File: config.mk
export PLATFORM = sky130hd
export DESIGN_NAME = adc_playback_gen
export DESIGN_NICKNAME = d
export VERILOG_FILES = /design/src/rtl/adc_test_pkg.sv /design/src/rtl/tick_div.sv /design/src/rtl/adc_playback_gen.sv
export SDC_FILE = /design/constraint.sdc
export NUM_CORES = 1
export LEC_CHECK = 0
export BUFFER_PORTS_ARGS = -buffer_cell sky130_fd_sc_hd__buf_2
export CORE_MARGIN = 4
export CORE_UTILIZATION = 54
export CTS_CLUSTER_DIAMETER = 120
export CTS_CLUSTER_SIZE = 24
export DETAILED_ROUTE_END_ITERATION = 12
export MAX_ROUTING_LAYER = met4
export PLACE_DENSITY = 0.8
export SYNTH_ARGS = -nofsm -noshare
export SYNTH_HDL_FRONTEND = slang
export SYNTH_SLANG_ARGS = --single-unit
File: constraint.sdc
create_clock -name clk -period 3.24 [get_ports clk]
set_input_delay 0 -clock clk [delete_from_list [all_inputs] [get_ports clk]]
set_output_delay 0 -clock clk [all_outputs]
set_load 0.005 [all_outputs]
File: src/rtl/adc_test_pkg.sv
// adc_test_pkg: shared FSM state encoding and overrun counter width for adc_playback_gen
package adc_test_pkg;
  typedef enum logic [2:0] {IDLE, WAIT_TICK, READ, CAPTURE, OUT, DONE} state_t;
  localparam int OVR_W = 16;
endpackage

File: src/rtl/tick_div.sv
// tick_div: sample-period divider; counts 0..CLK_DIV-1 while enabled, held at zero otherwise
module tick_div #(
  parameter int CLK_DIV = 8
) (
  input  logic clk,
  input  logic rst_n,
  input  logic en,
  output logic tick
);
  localparam int W = ($clog2(CLK_DIV) > 1) ? $clog2(CLK_DIV) : 1;
  logic [W-1:0] cnt;
  always_ff @(posedge clk)
    if (!rst_n || !en) cnt <= '0;
    else cnt <= (cnt == W'(CLK_DIV - 1)) ? '0 : cnt + 1'b1;
  assign tick = en && cnt == W'(CLK_DIV - 1);
endmodule

File: src/rtl/adc_playback_gen.sv
// adc_playback_gen: replays interleaved multi-channel ADC captures from sample memory as a valid/ready stream.
// Define ADC_PLAYBACK_OVR_CNT_EN to add the ovr_cnt lost-sample-period counter.
module adc_playback_gen
  import adc_test_pkg::*;
#(
  parameter int NUM_CH = 4,
  parameter int DEPTH = 31000,
  parameter int DATA_W = 12,
  parameter int CLK_DIV = 8,
  localparam int AW = $clog2(NUM_CH * DEPTH),
  localparam int CW = ($clog2(NUM_CH) > 1) ? $clog2(NUM_CH) : 1
) (
  input  logic              clk,
  input  logic              rst_n,
  input  logic              start,
  input  logic              stop,
  input  logic              loop_mode,
  output logic              rd_en,
  output logic [AW-1:0]     rd_addr,
  input  logic [DATA_W-1:0] rd_data,
  output logic              m_valid,
  input  logic              m_ready,
  output logic [DATA_W-1:0] m_data,
  output logic [CW-1:0]     m_ch,
  output logic              m_last,
  output logic              busy,
  output logic              done
`ifdef ADC_PLAYBACK_OVR_CNT_EN
  ,
  output logic [OVR_W-1:0]  ovr_cnt
`endif
);
  localparam int IW = ($clog2(DEPTH) > 1) ? $clog2(DEPTH) : 1;
  state_t state, nxt;
  logic [IW-1:0] idx;
  logic [CW-1:0] ch;
  logic tick, go, hs, last_ch, last_idx;
  tick_div #(.CLK_DIV(CLK_DIV)) u_div (
    .clk(clk),
    .rst_n(rst_n),
    .en(busy),
    .tick(tick)
  );
  assign go = start && !stop;
  assign hs = state == OUT && m_ready;
  assign last_ch = ch == CW'(NUM_CH - 1);
  assign last_idx = idx == IW'(DEPTH - 1);
  always_ff @(posedge clk)
    if (!rst_n) state <= IDLE;
    else state <= nxt;
  always_comb begin
    nxt = state;
    case (state)
      IDLE:      nxt = go ? WAIT_TICK : IDLE;
      WAIT_TICK: nxt = tick ? READ : WAIT_TICK;
      READ:      nxt = CAPTURE;
      CAPTURE:   nxt = OUT;
      OUT:       nxt = !hs ? OUT : !last_ch ? READ : (!last_idx || loop_mode) ? WAIT_TICK : DONE;
      DONE:      nxt = IDLE;
      default:   nxt = IDLE;
    endcase
    if (stop) nxt = IDLE;
  end
  always_comb begin
    busy = state != IDLE;
    done = state == DONE;
    m_valid = state == OUT;
    rd_en = state == READ;
    rd_addr = rd_en ? AW'(ch * DEPTH + idx) : '0;
  end
  // ch/idx advance on every accepted beat; a stop in the same cycle is harmless since start re-clears them
  always_ff @(posedge clk)
    if (!rst_n) begin
      idx <= '0;
      ch <= '0;
      m_data <= '0;
      m_ch <= '0;
      m_last <= 1'b0;
    end else if (state == IDLE && go) begin
      idx <= '0;
      ch <= '0;
    end else if (state == CAPTURE) begin
      m_data <= rd_data;
      m_ch <= ch;
      m_last <= last_ch && last_idx;
    end else if (hs) begin
      ch <= last_ch ? '0 : ch + 1'b1;
      idx <= !last_ch ? idx : last_idx ? '0 : idx + 1'b1;
    end
`ifdef ADC_PLAYBACK_OVR_CNT_EN
  // a tick seen outside WAIT_TICK is a sample period the stream could not keep up with
  always_ff @(posedge clk)
    if (!rst_n || (state == IDLE && go)) ovr_cnt <= '0;
    else if (tick && state != WAIT_TICK && ovr_cnt != '1) ovr_cnt <= ovr_cnt + 1'b1;
`endif
endmodule

# Yosys cells after proc, flatten, opt, wreduce, memory -nomap -nowiden
# Cells that the tools add are included.
[classes] n_shift=0 n_eq_ne=8 n_mul=1 n_lt_le_gt_ge=0 div=0 reduce_logical=19 muxes=9 add_sub_neg=4 n_bitwise=3
[ops] cell="$add A17 B15 Y17" n=1
[ops] cell="$mux W17" n=1
[ops] cell="$add A15 B1 Y15 const B" n=1
[ops] cell="$eq A15 B15 Y1 const B" n=1
[ops] cell="$mux W15" n=1
[ops] cell="$pmux W3 S5" n=1
[ops] cell="$mul A2 B12 Y14 const B" n=1
[ops] cell="$eq A3 B3 Y1 const B" n=3
[ops] cell="$mux W3" n=3
[ops] cell="$eq A3 B2 Y1 const B" n=2
[ops] cell="$reduce_or A2 Y1" n=3
[ops] cell="$logic_and A1 B1 Y1" n=5
[ops] cell="$logic_not A1 Y1" n=4
[ops] cell="$mux W2" n=2
[ops] cell="$reduce_and A2 Y1" n=2
[ops] cell="$add A3 B1 Y3 const B" n=1
[ops] cell="$eq A3 B1 Y1 const B" n=1
[ops] cell="$logic_not A3 Y1" n=1
[ops] cell="$not A1 Y1" n=3
[ops] cell="$reduce_and A3 Y1" n=1
[ops] cell="$reduce_bool A3 Y1" n=1
[ops] cell="$add A2 B1 Y2 const B" n=1
[ops] cell="$eq A2 B2 Y1 const B" n=1
[ops] cell="$logic_or A1 B1 Y1" n=2
[ops] cell="$mux W1" n=1
[totals] in_bits=18 output_inout_bits=36 mem_bits_rw=0 latchBits=0 memories=0 word_cells=51 ff_bits=38 mem_bits_ro=0

# Logic depth before layout (Yosys ltp)
# Gate-level depths: netlist of run 1.
[depth] word_depth=7 mapped_depth=9 mapped_depth_nobuf=9

# Modules after synthesis
# Synthesis of run 1 repeated with hierarchy kept, for this count alone.
[hier_totals] hier_cells=284 area_unflattened_um2=2388.5
[by_module_without_submodules] mod="adc_playback_gen" cells_per_inst=275 area_per_inst_um2=2260.9 seq_area_each_um2=700.7 n_inst=1
[by_module_without_submodules] mod="tick_div" cells_per_inst=9 area_per_inst_um2=127.6 seq_area_each_um2=60.1 n_inst=1

# Worst setup path before layout of run 1
# Ideal clock, no wire load.
[synth_path] path_type="register -> output" from="register ch[0]" to="output rd_addr[13]" t_arrival_ps=2325 setup_slack_ps=915 path_buffers=0 path_stages_with_launch=9 required_ps=3240 cell_sequence="dfxtp_1 > inv_1 > ha_1 > fa_1 > a211oi_1 > o21bai_1 > a2111oi_0 > or4_1 > nand2_1"
[synth_between] elab_chain_cells=3
[synth_lines] item="from (decl)" line_no="adc_playback_gen.sv:36" rtl="logic [CW-1:0] ch;"
[synth_lines] item="from (signal assigned)" line_no="adc_playback_gen.sv:87" rtl="ch <= last_ch ? '0 : ch + 1'b1;"
[synth_lines] item="$mul A2 B12 Y14" line_no="adc_playback_gen.sv:69" rtl="rd_addr = rd_en ? AW'(ch * DEPTH + idx) : '0;"
[synth_lines] item="$add A17 B15 Y17" line_no="adc_playback_gen.sv:69"
[synth_lines] item="$mux W17" line_no="adc_playback_gen.sv:69"
[synth_lines] item="to (decl)" line_no="adc_playback_gen.sv:19" rtl="output logic [AW-1:0] rd_addr,"
# No other way between the ends.

# Worst setup path after layout of run 1
# Same ends and word-level chain as after synthesis.

==> results_dict.tcl, run 1 <==
set metrics [dict create \
    synthMuxAreaShare_pct 0 \
    synth_compound_area_share_pct 15.5 \
    finalHoldViolCount 0 \
    cts_made_buffers 5 \
    yosys_warnings 0 \
    ioPinCount 54 \
    area_growth_pct 21.0 \
    grt_usage_pct 22.4 \
    antennaDiodeCount 0 \
    synth_top_family_by_area "simple AND/OR/NAND/NOR gates" \
    setup_viol 0 \
    fin_nets 373 \
    period_minus_slack_ns 3.01 \
    hold_class "input pin to register" \
    leakage_nw 1.26 \
    ys_seq_area_share_pct 33.0 \
    status "complete, no violations" \
    layoutNonFillerInstCount 389 \
    end_kind "output pin" \
    htreeDepth 2 \
    crit_chain "inv_1, ha_1, fa_1, a211oi_1, o21bai_1, a2111oi_0, or4_1, nand2_1, buf_2" \
    ys_ff_latch 38 \
    grt_overflow 0 \
    powerDensity_nw_per_um2 301 \
    async_reset_ff_share_pct 0 \
    drv_slew 0 \
    crit_path_max_fanout 8 \
    finalWeightedCongestion 0.883 \
    cts_buffer_depth 2 \
    grt_max_degree 19 \
    post_dp_cell_area_um2 2570 \
    synth_cell_types 47 \
    slowest_delay_ns 0.53 \
    cts.clk_slew.worst_paths_ns 0.07 \
    dpl.hpwl_um 4020 \
    fmax_mhz 332 \
    synth_edf_count 0 \
    cts_root_buffer "clkbuf_8" \
    portBuffers 53 \
    die_width_um 73.3 \
    clk_latency_ns 0.28 \
    syn-instance-count 278 \
    die_h_um 73.3 \
    synth-simple-area-share_pct 29.2 \
    rsz0062_at_grt "no" \
    num_rows 23 \
    synth_area_per_cell_um2 8.29 \
    dr.pass1.iters 4 \
    cp.arrival_ns 3.01 \
    routedWlPerCell_um 14.0 \
    initial_utilization_pct 56.8 \
    grt_pass1_wl_um 9250 \
    post-route-period-util_pct 93.0 \
    die_area_um2 5370 \
    grt_pass1_vias 2024 \
    postLayoutCellArea_um2 2790 \
    worstSetupPathType "register to output pin" \
    crit_required_ns 3.24 \
    dp.cells 369 \
    core_area_um2 4060 \
    antenna_found_initial 0 \
    synth-xor-area-share_pct 8.75 \
    synth_area_um2 2300 \
    timing.slew.headroom_pct 40.1 \
    cts_tree "yes" \
    power_mw 0.838 \
    r2r_slack_ns 1.15 \
    drive_above_1_share_pct 20.4 \
    cts_setup_buffers 0 \
    wirelength_um 5430 \
    synth-adder-area-share_pct 9.56 \
    drt_iter0_markers 96 \
    clock-sinks 38 \
    crit_slowest_cell "a2111oi_0" \
    dominantRegCellSynth "dfxtp_1" \
    cap_violations 0 \
    finClkSkew_ns 0.00717 \
    critPathLaunchType "register" \
    vdd_ir_drop_max_uv 310 \
    tightestPinTransition_ns 0.894 \
    via_count 2147 \
    drc 0 \
    setup_tns_ns 0 \
    synthesis.nets 313 \
    ant_nets 0 \
    via_per_inst 5.52 \
]
==> stage by stage <==
| stage | utilization [%] | setup WS (ns) | hold slack, ns |
|---|---|---|---|
| 2_1_floorplan | - | 0.915 | 0.145 |
| 3_3_place_gp | 63.5 | 0.683 | 0.252 |
| 3_5_place_dp | 63.5 | 0.567 | 0.262 |
| 4_1_cts | 68.7 | 0.262 | 0.0312 |
| 5_1_grt | 68.7 | 0.0813 | 0.0485 |
| 6_report | 68.7 | 0.226 | 0.0416 |
==> routing by layer <==
metal	vias up	global-route usage [%]	part of all wire, %
li1	1084	-	-
met1	1005	28.9	46
met2	48	35.1	47
met3	10	4.79	4.8
met4	0	7.24	1.3
met5	-	-	0
==> kinds of logic after synthesis <==
kind of cell | Yosys count
AO/OA/AOI/OAI | 52
XOR/XNOR | 23
adder cells (fa/ha/maj) | 17
buffers and inverters | 20
flip-flops | 38
AND/OR/NAND/NOR | 128
==> synth_stat cells, types with 2 or more instances <==
| library cell | n | area (µm²) |
|---|---|---|
| a21o_1 | 6 | 45.0 |
| nand3b_1 | 2 | 15.0 |
| or3_1 | 3 | 18.8 |
| nor2_1 | 30 | 113 |
| and3_1 | 3 | 18.8 |
| nor3_1 | 6 | 30.0 |
| nand2b_1 | 2 | 12.5 |
| a211oi_1 | 3 | 22.5 |
| buf_2 | 3 | 15.0 |
| nor2b_1 | 2 | 12.5 |
| nor3b_1 | 3 | 22.5 |
| a41oi_1 | 2 | 17.5 |
| buf_4 | 3 | 22.5 |
| a21oi_1 | 8 | 40.0 |
| xor2_1 | 14 | 123 |
| inv_1 | 8 | 30.0 |
| a21boi_0 | 14 | 105 |
| a31oi_1 | 2 | 12.5 |
| nand2_1 | 45 | 169 |
| xnor2_1 | 9 | 78.8 |
| clkbuf_1 | 5 | 18.8 |
| ha_1 | 16 | 200 |
| o21ai_0 | 8 | 40.0 |
| o21bai_1 | 2 | 15.0 |
| and2_1 | 10 | 62.6 |
| dfxtp_1 | 38 | 761 |
| o211ai_1 | 2 | 15.0 |
| nand4_1 | 5 | 31.3 |
| nand3_1 | 6 | 30.0 |
==> path summary, 6_finish.rpt <==
check / start / to / depth (start not counted)
max: ch[0] / rd_addr[13] / 9
min reg2reg: u_div.cnt[0] / u_div.cnt[0] / 1
min: loop_mode / state[2] / 3
max reg2reg: ch[0] / idx[9] / 6
==> worst max-delay path: cells and delay by family, from the launching register on <==
kind / cells / cell delay (ns)
AOI/OAI and AO/OA: 3 / 0.94
adders and majority gates: 2 / 0.84
and+or+nand+nor: 2 / 0.23
buffers and inverters: 2 / 0.23
DFF: 1 / 0.49
==> state kept, by name, summed over array words and instances (netlist names) <==
signal	cells
u_div.cnt	3
idx	15
m_ch	2
m_data	12
state	3
m_last	1
ch	2
==> cell usage in the layout (no fill, tap or decap), drive strengths merged, types with 5 or more instances in the layout <==
cell type / instances
a21o: 7
and2: 10
a21oi: 8
nand2: 45
o21ai: 8
ha: 16
dlygate4sd3: 12
inv: 8
dfxtp: 38
nand4: 5
nand3: 6
buf: 53
nor2: 30
a21boi: 14
nor3: 7
clkbuf: 7
xor2: 14
xnor2: 9
==> final cells by class <==
| type | count | area, µm² |
|---|---|---|
| Multi-Input combinational cell | 220 | 1460 |
| Fill cell | 339 | 1270 |
| Sequential cell | 38 | 761 |
| Timing Repair Buffer | 65 | 385 |
| Clock buffer | 7 | 86.3 |
| Tap cell | 50 | 62.6 |
| Inverter | 8 | 30.0 |
| Clock inverter | 1 | 5.00 |
==> report_power, final <==
part	internal [mW]	switching [mW]
Clock	0.172	0.159
Combinational	0.0226	0.0155
Sequential	0.467	0.00123
Total	0.662	0.176
==> repair_timing <==
item | in CTS | in global routing
endpoints found under the setup margin | 0 | 0
hold endpoints to repair | 12 | 0
resized for setup | 0 | 0
hold buffers | 12 | 0
No activity file was read; power rests on OpenSTA's default activity.
==> run 2: changes to the inputs <==
- SYNTH_HIERARCHICAL: unset -> 1
==> run 2 against run 1 <==
- sequential share of layout area decreased by 0.63 points
- non-clock buffer count increased by 1
- global-route usage decreased by 1.2 points
- combinational power increased by 11%
- die area increased by 3.3%
- synthesized cell count increased by 2.2%
- synthesized area increased by 3.7%
==> results_dict.tcl, run 2 <==
set metrics [dict create \
    drt_iter0_markers 189 \
    tightestPinTransition_ns 0.557 \
    setup_tns_ns 0 \
    powerDensity_nw_per_um2 297 \
    fin_nets 381 \
    worstSetupPathType "register to output pin" \
    setup_viol 0 \
    startpoint "ch[0]" \
    holdCritStartpoint "loop_mode" \
    largest_reg_flops 15 \
    yosysTopAreaCellShare_pct 31.8 \
    finalWeightedCongestion 0.947 \
    synthesis.nets 319 \
    status "complete, no violations" \
    grt_overflow 0 \
    drv_slew 0 \
    leakage_nw 1.24 \
    hold_class "input pin to register" \
    grt_usage_pct 21.2 \
    antennaDiodeCount 0 \
    finClkSkew_ns 0.00745 \
    worstHoldPathCells 3 \
    critPathLaunchType "register" \
    drc 0 \
    cts_buffer_depth 2 \
    grt_max_degree 21 \
    cts_tree "yes" \
    clock-sinks 38 \
    cts.clk_slew.worst_paths_ns 0.08 \
    antenna_found_initial 0 \
    end_kind "output pin" \
    area_growth_pct 19.4 \
    dp.cells 377 \
    fmax_mhz 367 \
    post_dp_cell_area_um2 2640 \
    cap_violations 0 \
    clk_latency_ns 0.29 \
    num_rows 23 \
    drive_above_1_share_pct 22.8 \
    async_reset_ff_share_pct 0 \
    place_ws_ns 0.825 \
    finalHoldViolCount 0 \
    vdd_ir_drop_max_uv 269 \
    reg2reg_to "idx[6]" \
    post-route-period-util_pct 84.1 \
    grt_pass1_wl_um 9040 \
    core_area_um2 4140 \
    crit_required_ns 3.24 \
    r2r_slack_ns 1.51 \
    htreeDepth 2 \
    hold_slack_ns 0.0179 \
    cts_made_buffers 5 \
    postLayoutCellArea_um2 2850 \
    cts_root_buffer "clkbuf_8" \
    ys_seq_area_share_pct 31.8 \
    ant_nets 0 \
    crit_path_max_fanout 8 \
    reg2reg_from "ch[0]" \
    yosysTopAreaCell "dfxtp_1" \
    portBuffers 53 \
    synth_edf_count 0 \
    syn-instance-count 284 \
    synth_most_common_cell "nand2_1" \
    routedWlPerCell_um 13.7 \
    yosys_warnings 6 \
    ioPinCount 54 \
    dpl.hpwl_um 3910 \
    die_h_um 74.5 \
    synth.area.top_cells "dfxtp_1 32%, ha_1 8.4%, xor2_1 7.7%" \
    synth_cell_types 54 \
    final_common_cell "buf_2" \
    ys_ff_latch 38 \
    fin_ws_ns 0.515 \
    hold_end "state[2]" \
    via_count 2131 \
    dr.pass1.iters 4 \
    regMostFlops "idx" \
    via_per_inst 5.37 \
    timing.slew.headroom_pct 62.9 \
    synthTopCellsByCount "44 x nand2_1, 38 x dfxtp_1, 37 x nor2_1, 21 x xor2_1, 16 x ha_1" \
    layoutNonFillerInstCount 397 \
    top_regs "idx x15, m_data x12" \
    die_width_um 74.5 \
    period_minus_slack_ns 2.73 \
    rsz0062_at_grt "no" \
    die_area_um2 5550 \
    cp.arrival_ns 2.73 \
    synth_area_um2 2390 \
    mostFrequentLayoutCells "53 x buf_2, 44 x nand2_1, 38 x dfxtp_1" \
    rr_worst_depth 7 \
    synth_area_per_cell_um2 8.41 \
    grt_pass1_vias 2005 \
    wirelength_um 5440 \
    dominantRegCellSynth "dfxtp_1" \
    initial_utilization_pct 57.6 \
]
[run 2: changes by cell type after synthesis, sizes merged, moves of 3 or more]
cell / change
nor3: -4
a21o: -6
buf: +4
nand4: +3
nor2: +10
xnor2: -6
clkbuf: -5
xor2: +7
nand3: +6
a21oi: +3
[run 2: per-layer routing]
metal,vias to the layer above,track usage [%],share of wire (%)
met5,-,-,0
met4,0,5.53,0.90
met3,7,3.92,4.6
met2,50,34.6,48
met1,975,27.0,47
li1,1099,-,-
[run 2: critical path: stages, from the launching register on]
cell	delay, ns
dfxtp_1	0.47
inv_1	0.10
ha_1	0.37
fa_1	0.45
a21oi_1	0.24
o22ai_1	0.20
o41ai_2	0.26
xor2_1	0.17
nor2_1	0.05
buf_2	0.14
[run 2: repair_timing]
action,4_1_cts,5_1_grt
resized for setup,0,0
buffers inserted,0,0
hold buffers,12,0
hold endpoints to repair,12,0
[run 2: worst max-delay path by stage]
stage,slack (ns),to
finish,0.51,rd_addr[15]
global placement,0.91,rd_addr[15]
floorplan,1.18,rd_addr[15]
CTS,0.50,rd_addr[15]
detailed placement,0.82,rd_addr[15]
global route,0.29,rd_addr[15]
[run 2: kinds of logic (layout without fill, tap and decap cells)]
family / Yosys count / count (layout) / share of synthesized area [%]
XOR/XNOR: 24 / 24 / 8.80
AND/OR/NAND/NOR: 140 / 140 / 31.3
buffers and inverters: 18 / 81 / 4.71
AO/OA/AOI/OAI: 47 / 47 / 14.1
flip-flops: 38 / 38 / 31.8
adder cells (fa/ha/maj): 17 / 17 / 9.22
[run 2: area by class of cell]
type                    count  area (µm²)
clock buffers               6        82.6
clock inverters             2        12.5
fillers                   365        1290
inverters                   7        26.3
multi-input cells         228        1520
flip-flops and latches     38         761
well taps                  50        62.6
repair buffers             66         393
[run 2: stage by stage]
| step | utilization (%) | power (mW) |
|---|---|---|
| 4_1_cts | 68.8 | 0.856 |
| 3_3_place_gp | 63.6 | 0.510 |
| 6_report | 68.8 | 0.848 |
| 5_1_grt | 68.8 | 0.881 |
| 2_1_floorplan | - | 0.497 |
| 3_5_place_dp | 63.6 | 0.510 |
[run 2: power by group]
group | internal, mW | switching, mW | total, mW | leakage, nW
Clock | 0.171 | 0.166 | 0.337 | 0.0472
Combinational | 0.0250 | 0.0172 | 0.0422 | 0.882
Sequential | 0.467 | 0.00131 | 0.469 | 0.306
==> run 3: changes to the inputs <==
- clock period: 3.24 -> 2.6 ns (I/O delays scaled with it)
==> run 3 against run 2 <==
- flip-flop and latch count did not move
- register-to-register slack worse by 0.61 ns
- count of clock-buffer cells in the layout is 1 lower
- largest power group is now the clock network
==> results_dict.tcl, run 3 (synthesized netlist as in run 2, its figures left out) <==
set metrics [dict create \
    cts.clk_slew.worst_paths_ns 0.07 \
    end_kind "output pin" \
    crit_required_ns 2.60 \
    grt_max_degree 21 \
    regMostFlops "idx" \
    vdd_ir_drop_max_uv 603 \
    num_rows 23 \
    core_area_um2 4140 \
    cellInternalPower_mw 0.998 \
    grt_pass1_wl_um 9060 \
    antennaDiodeCount 0 \
    die_h_um 74.5 \
    cp.arrival_ns 2.45 \
    p_sw_share_pct 19.8 \
    clk_latency_ns 0.30 \
    antenna_found_initial 0 \
    status "complete, no violations" \
    cts_buffer_depth 2 \
    initial_utilization_pct 57.6 \
    crit_path_max_fanout 6 \
    grt_pass1_vias 2019 \
    drv_slew 0 \
    rsz0062_at_grt "no" \
    top_regs "idx x15, m_data x12" \
    final_common_cell "buf_2" \
    dpl.hpwl_um 3870 \
    critPathLaunchType "register" \
    timing.slew.headroom_pct 63.8 \
    tightestPinTransition_ns 0.542 \
    hold_class "input pin to register" \
    power.net_switching_mw 0.246 \
    power_mw 1.24 \
    drt_iter0_markers 122 \
    htreeDepth 2 \
    area_growth_pct 22.7 \
    die_width_um 74.5 \
    fin_nets 382 \
    crit_slowest_cell "dfxtp_2" \
    via_per_inst 5.39 \
    die_area_um2 5550 \
    drive_above_1_share_pct 24.7 \
    routedWlPerCell_um 13.7 \
    p_clk_share_pct 48.8 \
    slowest_delay_ns 0.38 \
    worst_path_most_repeated_cell "ha_1" \
    cts_setup_buffers 0 \
    leakage_nw 1.26 \
    post-route-period-util_pct 94.2 \
    setup_tns_ns 0 \
    p_seq_share_pct 46.9 \
    ant_nets 0 \
    mostFrequentLayoutCells "53 x buf_2, 44 x nand2_1, 37 x nor2_1, 37 x dfxtp_1, 21 x xor2_1" \
    cts_root_buffer "clkbuf_8" \
    dr.pass1.iters 4 \
    cts_made_buffers 5 \
    fmax_mhz 408 \
    finClkSkew_ns 0.0106 \
    worstSetupPathType "register to output pin" \
    clock-sinks 38 \
    period_minus_slack_ns 2.45 \
    setup_viol 0 \
    ioPinCount 54 \
    grt_usage_pct 21.4 \
    finalHoldViolCount 0 \
    portBuffers 53 \
    powerDensity_nw_per_um2 425 \
    cap_violations 0 \
    cts_tree "yes" \
    wirelength_um 5440 \
    grt_overflow 0 \
    largest_reg_flops 15 \
    finalWeightedCongestion 1.02 \
    p_comb_share_pct 4.2 \
    drc 0 \
    crit_chain "inv_1, ha_1, ha_1, a21oi_1, o2111ai_2, a41oi_2, xor2_1, nor2_1, buf_2" \
    via_count 2146 \
]
run 3: power by group through the flow:
| stage | clock, mW | combinational (mW) | sequential [mW] |
|---|---|---|---|
| 6_report | 0.608 | 0.0524 | 0.584 |
| 5_1_grt | 0.635 | 0.0571 | 0.584 |
| 4_1_cts | 0.615 | 0.0523 | 0.584 |
| 3_5_place_dp | 0 | 0.0380 | 0.598 |
| 3_3_place_gp | 0 | 0.0379 | 0.598 |
| 2_1_floorplan | 0 | 0.0232 | 0.596 |
run 3: critical path: cells and delay by family, from the launching register on:
family	cells	cell delay [ns]
AO/OA/AOI/OAI	3	0.72
adder cells (fa/ha/maj)	2	0.65
flip-flops	1	0.38
buffers and inverters	2	0.20
XOR/XNOR	1	0.16
AND/OR/NAND/NOR	1	0.05
run 3: layer usage:
| metal | vias up | global-route usage (%) | share of wire [%] |
|---|---|---|---|
| met5 | - | - | 0 |
| met4 | 0 | 6.13 | 1.8 |
| met2 | 45 | 34.3 | 48 |
| li1 | 1100 | - | - |
| met3 | 9 | 4.86 | 4.6 |
| met1 | 992 | 26.9 | 45 |
run 3: cell type report:
cell class              instances  area [µm²]
repair buffers                 67         400
fillers                       327        1210
clock buffers                   5        68.8
well taps                      50        62.6
clock inverters                 3        68.8
flip-flops and latches         38         762
inverters                       7        26.3
multi-input cells             228        1540
run 3: final timing paths:
path,start,end,slack (ns),cells past startpoint
max,ch[1],rd_addr[16],0.15,9
min,loop_mode,state[2],0.02,3
max reg2reg,ch[0],idx[5],0.90,8
min reg2reg,m_data[10],m_data[10],0.46,2
run 3: repair_timing:
item | in CTS | in global routing
setup endpoints to repair | 0 | 7
resized for setup | 0 | 6
hold endpoints to repair | 12 | 0
hold buffers | 12 | 0
run 3: per-stage QoR:
stage          hold WS (ns)  instance area [µm²]  setup WS [ns]  util (%)  std cells
2_1_floorplan         0.135                 2390          0.538         -        284
3_3_place_gp          0.245                 2650          0.389      63.8        378
3_5_place_dp          0.254                 2650          0.332      63.8        378
4_1_cts              0.0213                 2900       0.000593      70.0        398
5_1_grt              0.0144                 2930        0.00551      70.7        398
6_report             0.0186                 2930          0.151      70.7        398
